<file path="config.mk">
export PLATFORM = sky130hd
export DESIGN_NAME = rib_arbiter_flat
export DESIGN_NICKNAME = d
export VERILOG_FILES = /design/src/rtl/rib_arbiter_if.sv /design/src/rtl/rib_arbiter.sv /design/src/flat_wrapper.sv
export SDC_FILE = /design/constraint.sdc
export NUM_CORES = 1
export LEC_CHECK = 0
export CAP_MARGIN = 5
export CORE_AREA = 8 8 150 152
export CTS_CLUSTER_SIZE = 30
export DETAILED_ROUTE_END_ITERATION = 16
export DIE_AREA = 0 0 158 160
export PLACE_DENSITY = 0.66
export SYNTH_ARGS = -nofsm -noshare
export SYNTH_HDL_FRONTEND = slang
export SYNTH_SLANG_ARGS = --single-unit
</file>
<file path="constraint.sdc">
create_clock -name clk -period 2.66 [get_ports clk]
set_input_delay 0.665 -clock clk [delete_from_list [all_inputs] [get_ports clk]]
set_output_delay 0.665 -clock clk [all_outputs]
set_load 0.01 [all_outputs]
</file>
<file path="src/rtl/rib_arbiter_if.sv">
`default_nettype none
// ============================================================================
//  Module      : rib_arbiter_if
//  Description : Signal bundle for rib_arbiter. Carries the three master
//                request/response channels (m0 = execute load/store,
//                m1 = debug, m2 = instruction fetch), the single slave
//                channel, and the pipeline stall / timeout indications.
//  Modports    : slave  - arbiter view (receives master requests, drives
//                         the slave bus, hold_o and err_o)
//                master - environment view (drives master requests and
//                         slave responses)
//  Revision    : 1.0 - initial release
// ============================================================================
interface rib_arbiter_if #(
    parameter int ADDR_W = 32,
    parameter int DATA_W = 32
);
    // master 0 : execute load/store
    logic              m0_req_i;
    logic              m0_we_i;
    logic [ADDR_W-1:0] m0_addr_i;
    logic [DATA_W-1:0] m0_wdata_i;
    logic [DATA_W-1:0] m0_rdata_o;
    logic              m0_ack_o;
    // master 1 : debug
    logic              m1_req_i;
    logic              m1_we_i;
    logic [ADDR_W-1:0] m1_addr_i;
    logic [DATA_W-1:0] m1_wdata_i;
    logic [DATA_W-1:0] m1_rdata_o;
    logic              m1_ack_o;
    // master 2 : instruction fetch
    logic              m2_req_i;
    logic              m2_we_i;
    logic [ADDR_W-1:0] m2_addr_i;
    logic [DATA_W-1:0] m2_wdata_i;
    logic [DATA_W-1:0] m2_rdata_o;
    logic              m2_ack_o;
    // slave channel
    logic              s_req_o;
    logic              s_we_o;
    logic [ADDR_W-1:0] s_addr_o;
    logic [DATA_W-1:0] s_wdata_o;
    logic [DATA_W-1:0] s_rdata_i;
    logic              s_ack_i;
    // pipeline / status
    logic              hold_o;
    logic              err_o;

    modport slave (
        input  m0_req_i, m0_we_i, m0_addr_i, m0_wdata_i,
        input  m1_req_i, m1_we_i, m1_addr_i, m1_wdata_i,
        input  m2_req_i, m2_we_i, m2_addr_i, m2_wdata_i,
        output m0_rdata_o, m0_ack_o, m1_rdata_o, m1_ack_o, m2_rdata_o, m2_ack_o,
        output s_req_o, s_we_o, s_addr_o, s_wdata_o,
        input  s_rdata_i, s_ack_i,
        output hold_o, err_o
    );

    modport master (
        output m0_req_i, m0_we_i, m0_addr_i, m0_wdata_i,
        output m1_req_i, m1_we_i, m1_addr_i, m1_wdata_i,
        output m2_req_i, m2_we_i, m2_addr_i, m2_wdata_i,
        input  m0_rdata_o, m0_ack_o, m1_rdata_o, m1_ack_o, m2_rdata_o, m2_ack_o,
        input  s_req_o, s_we_o, s_addr_o, s_wdata_o,
        output s_rdata_i, s_ack_i,
        input  hold_o, err_o
    );
endinterface
`default_nettype wire

</file>
<file path="src/rtl/rib_arbiter.sv">
`default_nettype none
// ============================================================================
//  Module      : rib_arbiter
//  Description : Three-master / single-slave arbiter for the shared memory
//                bus. One transaction in flight; fixed priority m0 > m1 > m2
//                with a starvation guard that forces a fetch (m2) grant after
//                STARVE_LIM consecutive non-fetch grants while m2 waits.
//                A transaction with no slave ack for TIMEOUT cycles is
//                terminated with a zero-data ack and a one-cycle err_o pulse.
//  Ports       : clk  - clock
//                rst  - asynchronous reset, active-low
//                bus  - rib_arbiter_if.slave (master channels, slave channel,
//                       hold_o stall request, err_o timeout pulse)
//  Revision    : 1.0 - initial release
// ============================================================================
module rib_arbiter #(
    parameter int ADDR_W     = 32,
    parameter int DATA_W     = 32,
    parameter int STARVE_LIM = 4,
    parameter int TIMEOUT    = 16
) (
    input  wire logic     clk,
    input  wire logic     rst,
    rib_arbiter_if.slave  bus
);
    localparam int c_SC_W = $clog2(STARVE_LIM + 1);
    localparam int c_TO_W = $clog2(TIMEOUT);

    localparam logic [c_SC_W-1:0] c_STARVE_MAX = c_SC_W'(STARVE_LIM);
    localparam logic [c_TO_W-1:0] c_TO_LAST    = c_TO_W'(TIMEOUT - 1);

    localparam logic [0:0] c_IDLE = 1'b0;
    localparam logic [0:0] c_BUSY = 1'b1;

    logic [0:0]        r_state;
    logic [1:0]        r_gnt;
    logic [c_SC_W-1:0] r_starve_cnt;
    logic [c_TO_W-1:0] r_to_cnt;
    logic              r_we;
    logic [ADDR_W-1:0] r_addr;
    logic [DATA_W-1:0] r_wdata;

    logic              w_busy;
    logic              w_any_req;
    logic [1:0]        w_win;
    logic              w_win_we;
    logic [ADDR_W-1:0] w_win_addr;
    logic [DATA_W-1:0] w_win_wdata;
    logic              w_slv_ack;
    logic              w_timeout;
    logic              w_done;
    logic [DATA_W-1:0] w_rdata;
    logic [2:0]        w_ack;

    assign w_busy    = (r_state == c_BUSY);
    assign w_any_req = bus.m0_req_i | bus.m1_req_i | bus.m2_req_i;

    // Winner selection; only meaningful while IDLE with a request present.
    always_comb begin
        w_win = 2'd0;
        if (bus.m2_req_i && (r_starve_cnt >= c_STARVE_MAX)) begin
            w_win = 2'd2;
        end else if (bus.m0_req_i) begin
            w_win = 2'd0;
        end else if (bus.m1_req_i) begin
            w_win = 2'd1;
        end else if (bus.m2_req_i) begin
            w_win = 2'd2;
        end
    end

    always_comb begin
        w_win_we    = bus.m0_we_i;
        w_win_addr  = bus.m0_addr_i;
        w_win_wdata = bus.m0_wdata_i;
        case (w_win)
            2'd1: begin
                w_win_we    = bus.m1_we_i;
                w_win_addr  = bus.m1_addr_i;
                w_win_wdata = bus.m1_wdata_i;
            end
            2'd2: begin
                w_win_we    = bus.m2_we_i;
                w_win_addr  = bus.m2_addr_i;
                w_win_wdata = bus.m2_wdata_i;
            end
            default: ;
        endcase
    end

    // A slave ack in the final timeout cycle wins over the timeout.
    assign w_slv_ack = w_busy & bus.s_ack_i;
    assign w_timeout = w_busy & ~bus.s_ack_i & (r_to_cnt == c_TO_LAST);
    assign w_done    = w_slv_ack | w_timeout;
    assign w_rdata   = w_slv_ack ? bus.s_rdata_i : '0;

    assign w_ack[0] = w_done & (r_gnt == 2'd0);
    assign w_ack[1] = w_done & (r_gnt == 2'd1);
    assign w_ack[2] = w_done & (r_gnt == 2'd2);

    assign bus.m0_ack_o   = w_ack[0];
    assign bus.m1_ack_o   = w_ack[1];
    assign bus.m2_ack_o   = w_ack[2];
    assign bus.m0_rdata_o = w_ack[0] ? w_rdata : '0;
    assign bus.m1_rdata_o = w_ack[1] ? w_rdata : '0;
    assign bus.m2_rdata_o = w_ack[2] ? w_rdata : '0;
    assign bus.err_o      = w_timeout;

    assign bus.s_req_o   = w_busy;
    assign bus.s_we_o    = w_busy & r_we;
    assign bus.s_addr_o  = w_busy ? r_addr  : '0;
    assign bus.s_wdata_o = w_busy ? r_wdata : '0;

    // Gated by rst so the stall request is also silent while in reset.
    assign bus.hold_o = rst & ((bus.m0_req_i & ~w_ack[0]) |
                               (bus.m2_req_i & ~w_ack[2]));

    always_ff @(posedge clk or negedge rst) begin
        if (!rst) begin
            r_state  <= c_IDLE;
            r_gnt    <= 2'd0;
            r_to_cnt <= '0;
            r_we     <= 1'b0;
            r_addr   <= '0;
            r_wdata  <= '0;
        end else begin
            case (r_state)
                c_IDLE: begin
                    if (w_any_req) begin
                        r_state  <= c_BUSY;
                        r_gnt    <= w_win;
                        r_to_cnt <= '0;
                        r_we     <= w_win_we;
                        r_addr   <= w_win_addr;
                        r_wdata  <= w_win_wdata;
                    end
                end
                c_BUSY: begin
                    if (w_done) begin
                        r_state <= c_IDLE;
                    end else begin
                        r_to_cnt <= r_to_cnt + c_TO_W'(1);
                    end
                end
                default: r_state <= c_IDLE;
            endcase
        end
    end

    // Counts consecutive m0/m1 grants taken while fetch was waiting.
    always_ff @(posedge clk or negedge rst) begin
        if (!rst) begin
            r_starve_cnt <= '0;
        end else if (!bus.m2_req_i) begin
            r_starve_cnt <= '0;
        end else if (!w_busy && w_any_req) begin
            if (w_win == 2'd2) begin
                r_starve_cnt <= '0;
            end else if (r_starve_cnt < c_STARVE_MAX) begin
                r_starve_cnt <= r_starve_cnt + c_SC_W'(1);
            end
        end
    end
endmodule
`default_nettype wire

</file>
<file path="src/flat_wrapper.sv">
// flat-port wrapper written by rule: the top's interface ports become plain ports
module rib_arbiter_flat 
#(
    parameter int ADDR_W     = 32,
    parameter int DATA_W     = 32,
    parameter int STARVE_LIM = 4,
    parameter int TIMEOUT    = 16
)
  (clk, rst, bus_m0_req_i, bus_m0_we_i, bus_m0_addr_i, bus_m0_wdata_i, bus_m1_req_i, bus_m1_we_i, bus_m1_addr_i, bus_m1_wdata_i, bus_m2_req_i, bus_m2_we_i, bus_m2_addr_i, bus_m2_wdata_i, bus_m0_rdata_o, bus_m0_ack_o, bus_m1_rdata_o, bus_m1_ack_o, bus_m2_rdata_o, bus_m2_ack_o, bus_s_req_o, bus_s_we_o, bus_s_addr_o, bus_s_wdata_o, bus_s_rdata_i, bus_s_ack_i, bus_hold_o, bus_err_o);
  rib_arbiter_if #(.ADDR_W(ADDR_W), .DATA_W(DATA_W)) bus_i ();
  input  wire logic clk;
  input  wire logic rst;
  input wire logic [$bits(bus_i.m0_req_i)-1:0] bus_m0_req_i;
  input wire logic [$bits(bus_i.m0_we_i)-1:0] bus_m0_we_i;
  input wire logic [$bits(bus_i.m0_addr_i)-1:0] bus_m0_addr_i;
  input wire logic [$bits(bus_i.m0_wdata_i)-1:0] bus_m0_wdata_i;
  input wire logic [$bits(bus_i.m1_req_i)-1:0] bus_m1_req_i;
  input wire logic [$bits(bus_i.m1_we_i)-1:0] bus_m1_we_i;
  input wire logic [$bits(bus_i.m1_addr_i)-1:0] bus_m1_addr_i;
  input wire logic [$bits(bus_i.m1_wdata_i)-1:0] bus_m1_wdata_i;
  input wire logic [$bits(bus_i.m2_req_i)-1:0] bus_m2_req_i;
  input wire logic [$bits(bus_i.m2_we_i)-1:0] bus_m2_we_i;
  input wire logic [$bits(bus_i.m2_addr_i)-1:0] bus_m2_addr_i;
  input wire logic [$bits(bus_i.m2_wdata_i)-1:0] bus_m2_wdata_i;
  output wire logic [$bits(bus_i.m0_rdata_o)-1:0] bus_m0_rdata_o;
  output wire logic [$bits(bus_i.m0_ack_o)-1:0] bus_m0_ack_o;
  output wire logic [$bits(bus_i.m1_rdata_o)-1:0] bus_m1_rdata_o;
  output wire logic [$bits(bus_i.m1_ack_o)-1:0] bus_m1_ack_o;
  output wire logic [$bits(bus_i.m2_rdata_o)-1:0] bus_m2_rdata_o;
  output wire logic [$bits(bus_i.m2_ack_o)-1:0] bus_m2_ack_o;
  output wire logic [$bits(bus_i.s_req_o)-1:0] bus_s_req_o;
  output wire logic [$bits(bus_i.s_we_o)-1:0] bus_s_we_o;
  output wire logic [$bits(bus_i.s_addr_o)-1:0] bus_s_addr_o;
  output wire logic [$bits(bus_i.s_wdata_o)-1:0] bus_s_wdata_o;
  input wire logic [$bits(bus_i.s_rdata_i)-1:0] bus_s_rdata_i;
  input wire logic [$bits(bus_i.s_ack_i)-1:0] bus_s_ack_i;
  output wire logic [$bits(bus_i.hold_o)-1:0] bus_hold_o;
  output wire logic [$bits(bus_i.err_o)-1:0] bus_err_o;
  assign bus_i.m0_req_i = bus_m0_req_i;
  assign bus_i.m0_we_i = bus_m0_we_i;
  assign bus_i.m0_addr_i = bus_m0_addr_i;
  assign bus_i.m0_wdata_i = bus_m0_wdata_i;
  assign bus_i.m1_req_i = bus_m1_req_i;
  assign bus_i.m1_we_i = bus_m1_we_i;
  assign bus_i.m1_addr_i = bus_m1_addr_i;
  assign bus_i.m1_wdata_i = bus_m1_wdata_i;
  assign bus_i.m2_req_i = bus_m2_req_i;
  assign bus_i.m2_we_i = bus_m2_we_i;
  assign bus_i.m2_addr_i = bus_m2_addr_i;
  assign bus_i.m2_wdata_i = bus_m2_wdata_i;
  assign bus_m0_rdata_o = bus_i.m0_rdata_o;
  assign bus_m0_ack_o = bus_i.m0_ack_o;
  assign bus_m1_rdata_o = bus_i.m1_rdata_o;
  assign bus_m1_ack_o = bus_i.m1_ack_o;
  assign bus_m2_rdata_o = bus_i.m2_rdata_o;
  assign bus_m2_ack_o = bus_i.m2_ack_o;
  assign bus_s_req_o = bus_i.s_req_o;
  assign bus_s_we_o = bus_i.s_we_o;
  assign bus_s_addr_o = bus_i.s_addr_o;
  assign bus_s_wdata_o = bus_i.s_wdata_o;
  assign bus_i.s_rdata_i = bus_s_rdata_i;
  assign bus_i.s_ack_i = bus_s_ack_i;
  assign bus_hold_o = bus_i.hold_o;
  assign bus_err_o = bus_i.err_o;
  rib_arbiter #(.ADDR_W(ADDR_W), .DATA_W(DATA_W), .STARVE_LIM(STARVE_LIM), .TIMEOUT(TIMEOUT)) u_core (.clk(clk), .rst(rst), .bus(bus_i));
endmodule
</file>
Word level (Yosys, flattened, before mapping)
Cells that the tools add are included.
{"block": "word_totals", "reg_bits": 75, "inputBits": 233, "out_inout_bits": 167, "elab_cells": 68}
{"block": "classes", "addsub": 2, "order_cmp": 2, "n_eq_ne": 9, "muxes": 23, "bitwise_logic": 18, "n_reduce_logical": 7}
{"cell": "$mux W32", "count": 6}
{"cell": "$pmux W32 S2", "count": 2}
{"cell": "$mux W3", "count": 4}
{"cell": "$and A1 B1 Y1", "count": 10}
{"cell": "$mux W2", "count": 4}
{"cell": "$mux W4", "count": 2}
{"cell": "$pmux W4 S2", "count": 1}
{"cell": "$reduce_and A2 Y1", "count": 3}
{"cell": "$add A4 B1 Y4 const B", "count": 1}
{"cell": "$eq A2 B1 Y1 const B", "count": 2}
{"cell": "$eq A2 B2 Y1 const B", "count": 2}
{"cell": "$eq A4 B4 Y1 const B", "count": 1}
{"cell": "$ne A2 B1 Y1 const B", "count": 2}
{"cell": "$not A1 Y1", "count": 4}
{"cell": "$or A1 B1 Y1", "count": 4}
{"cell": "$pmux W1 S2", "count": 2}
{"cell": "$add A3 B1 Y3 const B", "count": 1}
{"cell": "$ge A3 B3 Y1 const B", "count": 1}
{"cell": "$lt A3 B3 Y1 const B", "count": 1}
{"cell": "$ne A3 B1 Y1 const B", "count": 1}
{"cell": "$logic_and A1 B1 Y1", "count": 2}
{"cell": "$logic_not A2 Y1", "count": 1}
{"cell": "$mux W1", "count": 2}
{"cell": "$ne A2 B2 Y1 const B", "count": 1}
{"cell": "$logic_not A1 Y1", "count": 1}

Depth between registers and ports, before layout
{"block": "logic_depth", "word_depth": 9, "depth_mapped": 9, "depth_no_buf": 7}

Worst setup path after synthesis
OpenSTA, ideal clock, no wires.
{"block": "synth_timing", "path_kind": "input to register", "from": "input bus_m0_req_i", "to": "register u_core.r_wdata[17]", "setup_ns": 0.125, "arrival_time_ns": 2.134, "t_required_ns": 2.535, "setup_slack_ns": 0.401, "cell_stages": 7, "n_path_buf": 2, "cell_sequence": "a211oi_1 inv_1 ha_1 buf_2 clkbuf_1 o21ai_0 mux2_2"}
{"block": "synth_via", "elab_chain_cells": 4, "word_cells_on_any_way": 8, "cone_classes": "2 x eq/ne; 3 x mux; 2 x bitwise; 1 x reduce/logical"}
{"item": "from (decl)", "line_no": "flat_wrapper.sv:13", "text": "input wire logic [$bits(bus_i.m0_req_i)-1:0] bus_m0_req_i;"}
{"item": "$mux W2", "line_no": "rib_arbiter.sv:63", "text": "end else if (bus.m0_req_i) begin"}
{"item": "$mux W2", "line_no": "rib_arbiter.sv:61", "text": "if (bus.m2_req_i && (r_starve_cnt >= c_STARVE_MAX)) begin"}
{"item": "$eq A2 B2 Y1 / $eq A2 B1 Y1 (equally long branches)", "line_no": "rib_arbiter.sv:76", "text": "case (w_win)"}
{"item": "$pmux W32 S2", "line_no": "rib_arbiter.sv:76"}
{"item": "to (signal assigned)", "line_no": "rib_arbiter.sv:135", "text": "r_wdata <= w_win_wdata;"}
{"item": "to (decl)", "line_no": "rib_arbiter.sv:41", "text": "logic [DATA_W-1:0] r_wdata;"}
Several ways; a longest one is shown, not always the timed one.
A chain may end at the register's enable or synchronous reset.

Worst setup path after layout
{"block": "layout_timing", "from": "input bus_s_ack_i", "to": "output bus_m0_rdata_o[11]"}
{"block": "layout_via", "elab_chain_cells": 6, "word_cells_on_any_way": 8, "cone_classes": "2 x mux; 6 x bitwise"}
{"item": "from (decl)", "line_no": "flat_wrapper.sv:36", "text": "input wire logic [$bits(bus_i.s_ack_i)-1:0] bus_s_ack_i;"}
{"item": "$not A1 Y1", "line_no": "rib_arbiter.sv:93", "text": "assign w_timeout = w_busy & ~bus.s_ack_i & (r_to_cnt == c_TO_LAST);"}
{"item": "$and A1 B1 Y1 (2 in a row)", "line_no": "rib_arbiter.sv:93"}
{"item": "$or A1 B1 Y1", "line_no": "rib_arbiter.sv:94", "text": "assign w_done = w_slv_ack | w_timeout;"}
{"item": "$and A1 B1 Y1", "line_no": "rib_arbiter.sv:97", "text": "assign w_ack[0] = w_done & (r_gnt == 2'd0);"}
{"item": "$mux W32 *", "line_no": "rib_arbiter.sv:104", "text": "assign bus.m0_rdata_o = w_ack[0] ? w_rdata : '0;"}
{"item": "to (decl)", "line_no": "flat_wrapper.sv:25", "text": "output wire logic [$bits(bus_i.m0_rdata_o)-1:0] bus_m0_rdata_o;"}
Every way passes the cells marked *; elsewhere a longest branch is shown, timed or not.

==> flow_metrics.tcl <==
set metrics [dict create \
    track_usage 0.183 \
    leakage_uw 0.00484 \
    synthesis.area_um2 5440 \
    syn_to_final_growth_pct 91.2 \
    synth_ff_type "dfrtp_1" \
    cts-htree-levels 3 \
    avgSynthCellArea_um2 8.86 \
    drc 0 \
    synth_warnings 0 \
    crit_type "primary input to output port" \
    syn_inst 614 \
    sequentialPowerShare 0.271 \
    final_cells 1292 \
    worstPathMaxFanout 13 \
    cts_buffer_depth 2 \
    dp_hpwl_um 18700 \
    dieWidth_um 158 \
    cts_made_buffers 9 \
    synth_area_leaders "dfrtp_1, and2_1, a22oi_1" \
    maxSlewHeadroom 0.660 \
    vias_per_cell 4.55 \
    final_core_util 0.519 \
    die-area_um2 25300 \
    finalSetupViolCount 0 \
    boundaryPins 400 \
    wirelength_um 23700 \
    fin_crit_ns 2.59 \
    post-synth-top-count-cell "and2_1" \
    ys_seq_area_frac 0.345 \
    grt_max_degree 63 \
    fillers 1926 \
    p_sw_uw 2510 \
    cp_data_required_time_ns 2.00 \
    grt_first_pass_wirelength_um 36300 \
    syn_nets 851 \
    drive_above_1_share 0.144 \
    min_path_type "primary input to async pin" \
    fin_crit_sh 0.975 \
    outcome "finished, final reports clean" \
    slowest_stage "nor3_4" \
    post-route-cell-area_um2 10400 \
    core_um2 20000 \
    fin_skew_ns 0.00698 \
    yosys-top-cells-count "and2_1, dfrtp_1, o21ai_0, nand2_1, a22oi_1" \
    start_util 0.271 \
    max-cap-violations 0 \
    cts_tree "done" \
    clock.fmax_ghz 0.385 \
    worstPathArrival_ns 1.93 \
    synth-async-reset-ratio 1.00 \
    grt.overflow.total 0 \
    place.port_buffers 399 \
    first_pass_iters 4 \
    routed-via-count 5877 \
    numPlacedInstances 1264 \
    tightest_slew_ns 0.510 \
    rsz0062_at_grt "yes" \
    hold_viol 0 \
    finalPower_uw 7390 \
    synth_edf_count 0 \
    cp-end-kind "output port" \
    antenna_left 0 \
    antenna_found_initial 0 \
    intPower_uw 4880 \
    first_iter_violations 307 \
    drv_slew 0 \
    placementRows 52 \
    clockRootBuffer "clkbuf_16" \
    synth_cell_types 36 \
    dieHeight_um 160 \
    fin_nets 1254 \
    dpl_cell_area_um2 9970 \
    swShare 0.339 \
    clkPwrFrac 0.158 \
    numClockSinks 75 \
    yosysTopAreaCellShare 0.345 \
    ys_ff_latch 75 \
    gp_congestion 0.819 \
    insertedDiodeCount 0 \
    clk_pin_slew_ns 0.06 \
    holdWs_ns 0.411 \
    cp-start-kind "primary input" \
    critPathMaxStageDelay_ns 0.27 \
    synth_top_area_cell "dfrtp_1" \
    drt-wirelength-per-cell_um 18.4 \
    ir_drop_v 0.000293 \
    cp_cell_sequence "buf_2 > nand2_4 > nor3_4 > buf_4 > buf_6 > buf_16 > and2_1 > clkdlybuf4s15_1" \
    power_density_nw_per_um2 711 \
    clock_latency_ns 0.34 \
    p_comb_frac 0.570 \
    grt_pass1_vias 6303 \
]
metal layers:
metal	track usage	wire length (um)
met4	0.0463	461
met2	0.322	12100
met3	0.0613	1900
met1	0.207	9320
met5	0	0
power by group through the flow:
| stage | clock network, uW | logic (uW) | registers (uW) |
|---|---|---|---|
| floorplan | 0 | 2100 | 1910 |
| global placement | 0 | 4210 | 1980 |
| detailed placement | 0 | 4230 | 2010 |
| CTS | 1220 | 4280 | 2010 |
| global route | 1270 | 4550 | 2090 |
| finish | 1170 | 4220 | 2000 |
what timing repair did:
action / CTS / global route
endpoints found under the hold margin: 0 / 0
buffers inserted: 5 / 4
setup endpoints to repair: 102 / 34
gates resized for setup: 108 / 26
pin swaps: 1 / 3
cloned: 3 / 0
hold buffers: 0 / 0
cells in the final DEF, fill, tap and decap left out, types with 2 or more instances in the layout:
cell type        Yosys  routed
clkbuf_16            0       9
a211oi_1             2       2
buf_16               0       3
and2_1             163     163
inv_1               11      11
a21oi_1              4       4
clkdlybuf4s50_1      0     296
clkinvlp_4           0       2
dlymetal6s2s_1       0      14
clkdlybuf4s15_1      0      11
nand3_1              6       6
dfrtp_1             75      72
nand2_1             68      67
mux2_2              37      37
mux2_4              29      29
buf_12               0      13
buf_6                4       3
o21ai_0             73      73
dlygate4sd2_1        0      73
dfrtp_2              0       3
ha_1                 4       2
a22oi_1             65      65
buf_4                1      29
nor3_4               1       3
nor2_1               4       4
path summary, 6_finish.rpt:
| kind | from | end | slack, ns | cells past startpoint |
|---|---|---|---|---|
| worst max-delay path | bus_s_ack_i | bus_m0_rdata_o[11] | 0.07 | 8 |
| worst min-delay path | rst | u_core.r_addr[23] | 0.41 | 2 |
| worst max register to register | u_core.r_starve_cnt[2] | u_core.r_addr[30] | 0.52 | 7 |
| worst min register to register | u_core.r_wdata[26] | u_core.r_wdata[26] | 0.50 | 1 |
| max in group asynchronous | rst | u_core.r_gnt[0] | 1.32 | 3 |
| min in group clk | u_core.r_wdata[26] | u_core.r_wdata[26] | 0.50 | 1 |
registers in the layout, indices dropped and copies added (netlist names):
| name | count |
|---|---|
| u_core.r_wdata | 32 |
| u_core.r_starve_cnt | 3 |
| u_core.r_to_cnt | 4 |
| u_core.bus.s_req_o | 1 |
| u_core.r_addr | 32 |
| u_core.r_we | 1 |
| u_core.r_gnt | 2 |
final cells by class:
type / count / area [um2] / area share
Timing Repair Buffer: 445 / 4500 / 0.433
Sequential cell: 75 / 1880 / 0.181
Tap cell: 270 / 338 / 0.0325
Inverter: 11 / 41.3 / 0.00397
Clock buffer: 10 / 239 / 0.0230
Multi-Input combinational cell: 475 / 3350 / 0.322
Clock inverter: 6 / 48.8 / 0.00469
worst max-delay path: cells and delay by family:
kind	cells	cell delay, ns
buf+inv	5	0.78
simple gates	3	0.48
through the flow:
step | worst slack (ns) | setup TNS, ns
6_report | 0.0655 | 0
5_1_grt | -0.0162 | -0.0715
2_1_floorplan | 0.401 | 0
3_5_place_dp | -0.523 | -56.52
4_1_cts | 0.0103 | 0
3_3_place_gp | -0.485 | -50.30
cells by family (layout without fill, tap and decap cells):
kind of cell	Yosys count	count (layout)	share of synthesized area
muxes	67	67	0.159
buffers and inverters	64	472	0.0527
AOI/OAI and AO/OA	151	151	0.174
and+or+nand+nor	253	253	0.260
DFF	75	75	0.345
adders and majority gates	4	4	0.00920
(Power assumes the default switching activity.)
==> edit 1 (config.mk and constraints unchanged) <==
`ADDR_W` is set to 32 in 3 places; all go to 48.
--- a/src/rtl/rib_arbiter_if.sv
+++ b/src/rtl/rib_arbiter_if.sv
@@ -13,5 +13,5 @@
 // ============================================================================
 interface rib_arbiter_if #(
-    parameter int ADDR_W = 32,
+    parameter int ADDR_W = 48,
     parameter int DATA_W = 32
 );
--- a/src/rtl/rib_arbiter.sv
+++ b/src/rtl/rib_arbiter.sv
@@ -15,5 +15,5 @@
 // ============================================================================
 module rib_arbiter #(
-    parameter int ADDR_W     = 32,
+    parameter int ADDR_W     = 48,
     parameter int DATA_W     = 32,
     parameter int STARVE_LIM = 4,
--- a/src/flat_wrapper.sv
+++ b/src/flat_wrapper.sv
@@ -2,5 +2,5 @@
 module rib_arbiter_flat 
 #(
-    parameter int ADDR_W     = 32,
+    parameter int ADDR_W     = 48,
     parameter int DATA_W     = 32,
     parameter int STARVE_LIM = 4,
Ports: changed (resized bus_m0_addr_i, bus_m1_addr_i, bus_m2_addr_i and bus_s_addr_o); port bits go from 400 to 464. No check against the original RTL was run, so the function may have changed too.
==> edit 1 against the unedited design <==
Synthesized cell count rose by 18%; sequential share of layout area up 0.69 points; setup slack improved by 8.0 ps; sequential cell count is 16 higher; total power increased by 22%; area after synthesis up 23%; wire length grew 24%; highest routed layer unchanged; cell area increased by 17%; largest cell class unchanged; count of clock-buffer cells in the layout is the same.
==> edit 1: results (changes against the unedited design) <==
| Metric | Value |
|---|---|
| Final Net Count | `1475 (+18%)` |
| First-pass GRT wire length | `44000 µm (+21%)` |
| Sequential cell area share | `18.8% (+0.69 points)` |
| Layout cells sized above 1 | `14.5% (+0.093 points)` |
| Part of the power in registers | `27.3% (+0.2 points)` |
| Clock Skew | `7.89 ps (+0.909 ps)` |
| Grt met3 use | `6.56% (+0.43 points)` |
| Fillers | `1830 (-5.0%)` |
| Slowest CP cell | `dfrtp_2` |
| Placed Cells | `1437 (+14%)` |
| Per-cell routed wire length | `20.1 µm (+9.5%)` |
| Met2 WL | `14800 µm (+23%)` |
| Clock network area share | `2.50% (-0.26 points)` |
| Max VDD drop | `0.406 mV (+39%)` |
| HPWL Detailed | `23300 µm (+25%)` |
| Worst-Margin Slew | `728 ps (+218 ps)` |
| Status | `finished clean` |
| GRT met1 Usage | `26.6% (+5.9 points)` |
| Layout non-clock buf frac | `42.4% (-0.90 points)` |
| Seq pwr | `2.46 mW (+23%)` |
| Commonest cells in the netlist | `179 x and2_1, 91 x dfrtp_1, 89 x o21ai_0` |
| Distinct cells, synth | `37 (+2.8%)` |
| Adder-cell share of the synthesized area | `0.749% (-0.17 points)` |
| Pleak | `5.58 nW (+15%)` |
| Multiplexer share of the synthesized area | `17.8% (+2.0 points)` |
| Cell Area, Synth | `6680 µm² (+23%)` |
| Fin area | `12100 µm² (+17%)` |
| Multi-In Gates | `555 (+17%)` |
| M2 GR Usage | `39.5% (+7.3 points)` |
| Place WS | `-423 ps (+101 ps)` |
| Met3 WL | `2190 µm (+15%)` |
| Via Count | `6912 (+18%)` |
| Total GRT Usage | `22.7% (+4.5 points)` |
| TritonCTS Sinks | `91 (+21%)` |
| CP max stage delay | `520 ps (+250 ps)` |
| Syn Nets | `1007 (+18%)` |
| Port Buffers | `463 (+16%)` |
| Fraction of area in multi-input gates | `33.2% (+0.99 points)` |
| Largest net degree at the start of global routing | `56 (-11%)` |
| Area contributors post-synth | `dfrtp_1 34%, and2_1 17%, mux2_4 16%` |
| Avg Inst Size Synth | `9.25 µm² (+4.5%)` |
| Vias in the first global route | `7259 (+15%)` |
| Final Wtd Congestion | `0.879 (+7.3%)` |
[edit 1: worst paths after layout]
kind / cells after the start / start / slack [ps] / to
setup / recovery: 6 / u_core.bus.s_req_o / 70 / bus_m1_rdata_o[1]
hold / removal: 2 / rst / 410 / u_core.r_addr[30]
setup reg to reg: 8 / u_core.r_starve_cnt[2] / 530 / u_core.r_wdata[13]
hold reg to reg: 1 / u_core.r_addr[8] / 500 / u_core.r_addr[8]
max in group asynchronous: 3 / rst / 1120 / u_core.bus.s_req_o
min in group clk: 1 / u_core.r_addr[8] / 500 / u_core.r_addr[8]
[edit 1: worst reg2reg max path: cells and delay by family, from the launching register on]
kind                     cells  cell delay (ps)
AO/OA/AOI/OAI                3              680
flip-flops                   1              450
buffers and inverters        3              430
multiplexers                 1              260
adder cells (fa/ha/maj)      1              190
[edit 1: repair_timing]
action / 4_1_cts / 5_1_grt
setup buffers: 5 / 0
hold buffers: 0 / 0
gates cloned: 7 / 0
endpoints found under the setup margin: 101 / 85
resized for setup: 121 / 15
pin swaps: 3 / 0
==> edit 2 (same settings) <==
Made on the original files. Make the reset (`rst`) synchronous in 2 clocked blocks. Comments in the files are not updated.
--- a/src/rtl/rib_arbiter.sv
+++ b/src/rtl/rib_arbiter.sv
@@ -116,5 +116,5 @@
                                (bus.m2_req_i & ~w_ack[2]));
 
-    always_ff @(posedge clk or negedge rst) begin
+    always_ff @(posedge clk) begin
         if (!rst) begin
             r_state  <= c_IDLE;
@@ -149,5 +149,5 @@
 
     // Counts consecutive m0/m1 grants taken while fetch was waiting.
-    always_ff @(posedge clk or negedge rst) begin
+    always_ff @(posedge clk) begin
         if (!rst) begin
             r_starve_cnt <= '0;
Check against the original RTL: differs if rst is asserted again (counterexample within 4 cycles, from zero or initial values and one cycle with rst low); with rst held inactive, the same outputs for 4 cycles.
==> edit 2 against the unedited design <==
Setup slack worse by 15 ps; synthesized cell count increased by 2.3%; area after synthesis decreased by 11%; wire length is 6.4% higher; critical endpoint is now bus_m1_rdata_o[3]; cell area down 3.8%; critical path depth fell by 1; sequential cell count is the same; via count is 3.8% higher; utilization decreased by 2.0 points; die area did not move.
Power is not compared: it rests on default switching activity, and its combinational part moved more than twofold at a synthesized area within 25%.
==> edit 2: results (changes against the unedited design) <==
| Metric | Value |
|---|---|
| Via Count | `6098 (+3.8%)` |
| Post-DP Area | `9430 µm² (-5.5%)` |
| Final Net Count | `1260 (+0.48%)` |
| Min-Delay Path Class | `reg2reg` |
| Distinct cells, synth | `35 (-2.8%)` |
| Total GRT Usage | `19.0% (+0.70 points)` |
| Share of flip-flops with an asynchronous set or reset | `0% (-100 points)` |
| Sequential area share after synthesis | `30.9% (-3.6 points)` |
| GRT met1 Usage | `19.3% (-1.4 points)` |
| Largest net degree at the start of global routing | `57 (-9.5%)` |
| HPWL Detailed | `20200 µm (+8.2%)` |
| Status | `finished clean` |
| Syn Nets | `865 (+1.6%)` |
| Clk pin slew, worst setup/hold paths | `50 ps` |
| Grt met3 use | `6.42% (+0.30 points)` |
| Antenna viol nets, final | `0 (unchanged)` |
| First-pass GRT wire length | `37100 µm (+2.2%)` |
| Port Buffers | `399 (unchanged)` |
| Final Wtd Congestion | `0.856 (+4.4%)` |
| FF-to-FF Start | `u_core.r_starve_cnt[2]` |
| Commonest cells in the netlist | `161 x and2_1, 75 x dfxtp_1, 74 x nand2_1` |
| Worst-path maximum fanout | `16 (+3)` |
| Per-cell routed wire length | `19.4 µm (+5.4%)` |
| Area contributors post-synth | `dfxtp_1 31%, and2_1 21%, a22o_1 12%` |
| M2 GR Usage | `34.5% (+2.4 points)` |
| Initial antenna violation count | `6 (+6)` |
| Clock Skew | `7.73 ps (+0.750 ps)` |
| Max VDD drop | `0.325 mV` |
| Worst-Margin Slew | `404 ps (-106 ps)` |
| Layout cells sized above 1 | `8.46% (-5.9 points)` |
| 1st-iter DRT viols | `313 (+2.0%)` |
| Vias in the first global route | `6173 (-2.1%)` |
| Worst Setup SP | `bus_s_ack_i` |
-- edit 2: changes by cell type after synthesis, moves of 4 or more --
cell	change
dfrtp_1	-75
mux2_4	-29
a22o_1	+66
nand2_1	+6
clkbuf_1	+11
inv_1	-6
dfxtp_1	+75
mux2_2	-37
nor3_1	+4
-- edit 2: path summary, 6_finish.rpt --
path | cells after the start | end | slack [ps]
min | 1 | u_core.r_wdata[15] | 470
min reg2reg | 1 | u_core.r_wdata[15] | 470
max reg2reg | 8 | u_core.r_addr[27] | 760
max | 7 | bus_m1_rdata_o[3] | 50
-- edit 2: cell families after synthesis --
logic type	share of synthesized area [%]
DFF	30.9
and+or+nand+nor	30.3
adders and majority gates	1.03
muxes	0.206
buffers and inverters	6.48
AOI/OAI and AO/OA	31.1
-- edit 2: power by group through the flow --
stage,logic (mW),clock network (mW),registers [mW]
floorplan,0.424,0,1.27
CTS,1.10,1.55,1.26
global placement,1.09,0,1.28
detailed placement,1.09,0,1.28
finish,1.09,1.50,1.26
global route,1.18,1.60,1.27
-- edit 2: final cells by class --
type / count / area (µm²)
multi-input cells: 486 / 3140
fillers: 1978 / 10000
flip-flops and latches: 75 / 1500
clock buffers: 10 / 229
clock inverters: 6 / 138
repair buffers: 446 / 4620
diodes: 6 / 15.0
well taps: 270 / 338
inverters: 5 / 18.8
-- edit 2: layer usage --
layer	vias up	wire (µm)
met5	-	0
met4	0	642
met3	28	2340
met2	277	13100
met1	2763	9120
li1	3030	-
-- edit 2: critical path: stages --
cell and delay (ps):
clkdlybuf4s15_2 240, nand2_4 100, nor3b_4 280, buf_6 160, buf_16 130, and2_1 110
dlygate4sd2_1 270
-- edit 2: what timing repair did --
action,in CTS,in global routing
gates resized for setup,48,103
gates cloned,1,0
buffers inserted,3,0
pin swaps,1,1
endpoints found under the setup margin,101,118
hold endpoints to repair,0,0
-- edit 2: metrics by stage --
stage               setup TNS [ps]  util (%)  instances  setup WS, ps
floorplan                        0         -        628           463
global route                 -38.3      49.9       1304         -23.0
global placement            -47220      47.0       1278          -550
detailed placement          -49660      47.0       1278          -561
finish                           0      49.9       1304          50.3
CTS                          -6030      49.0       1298          -162
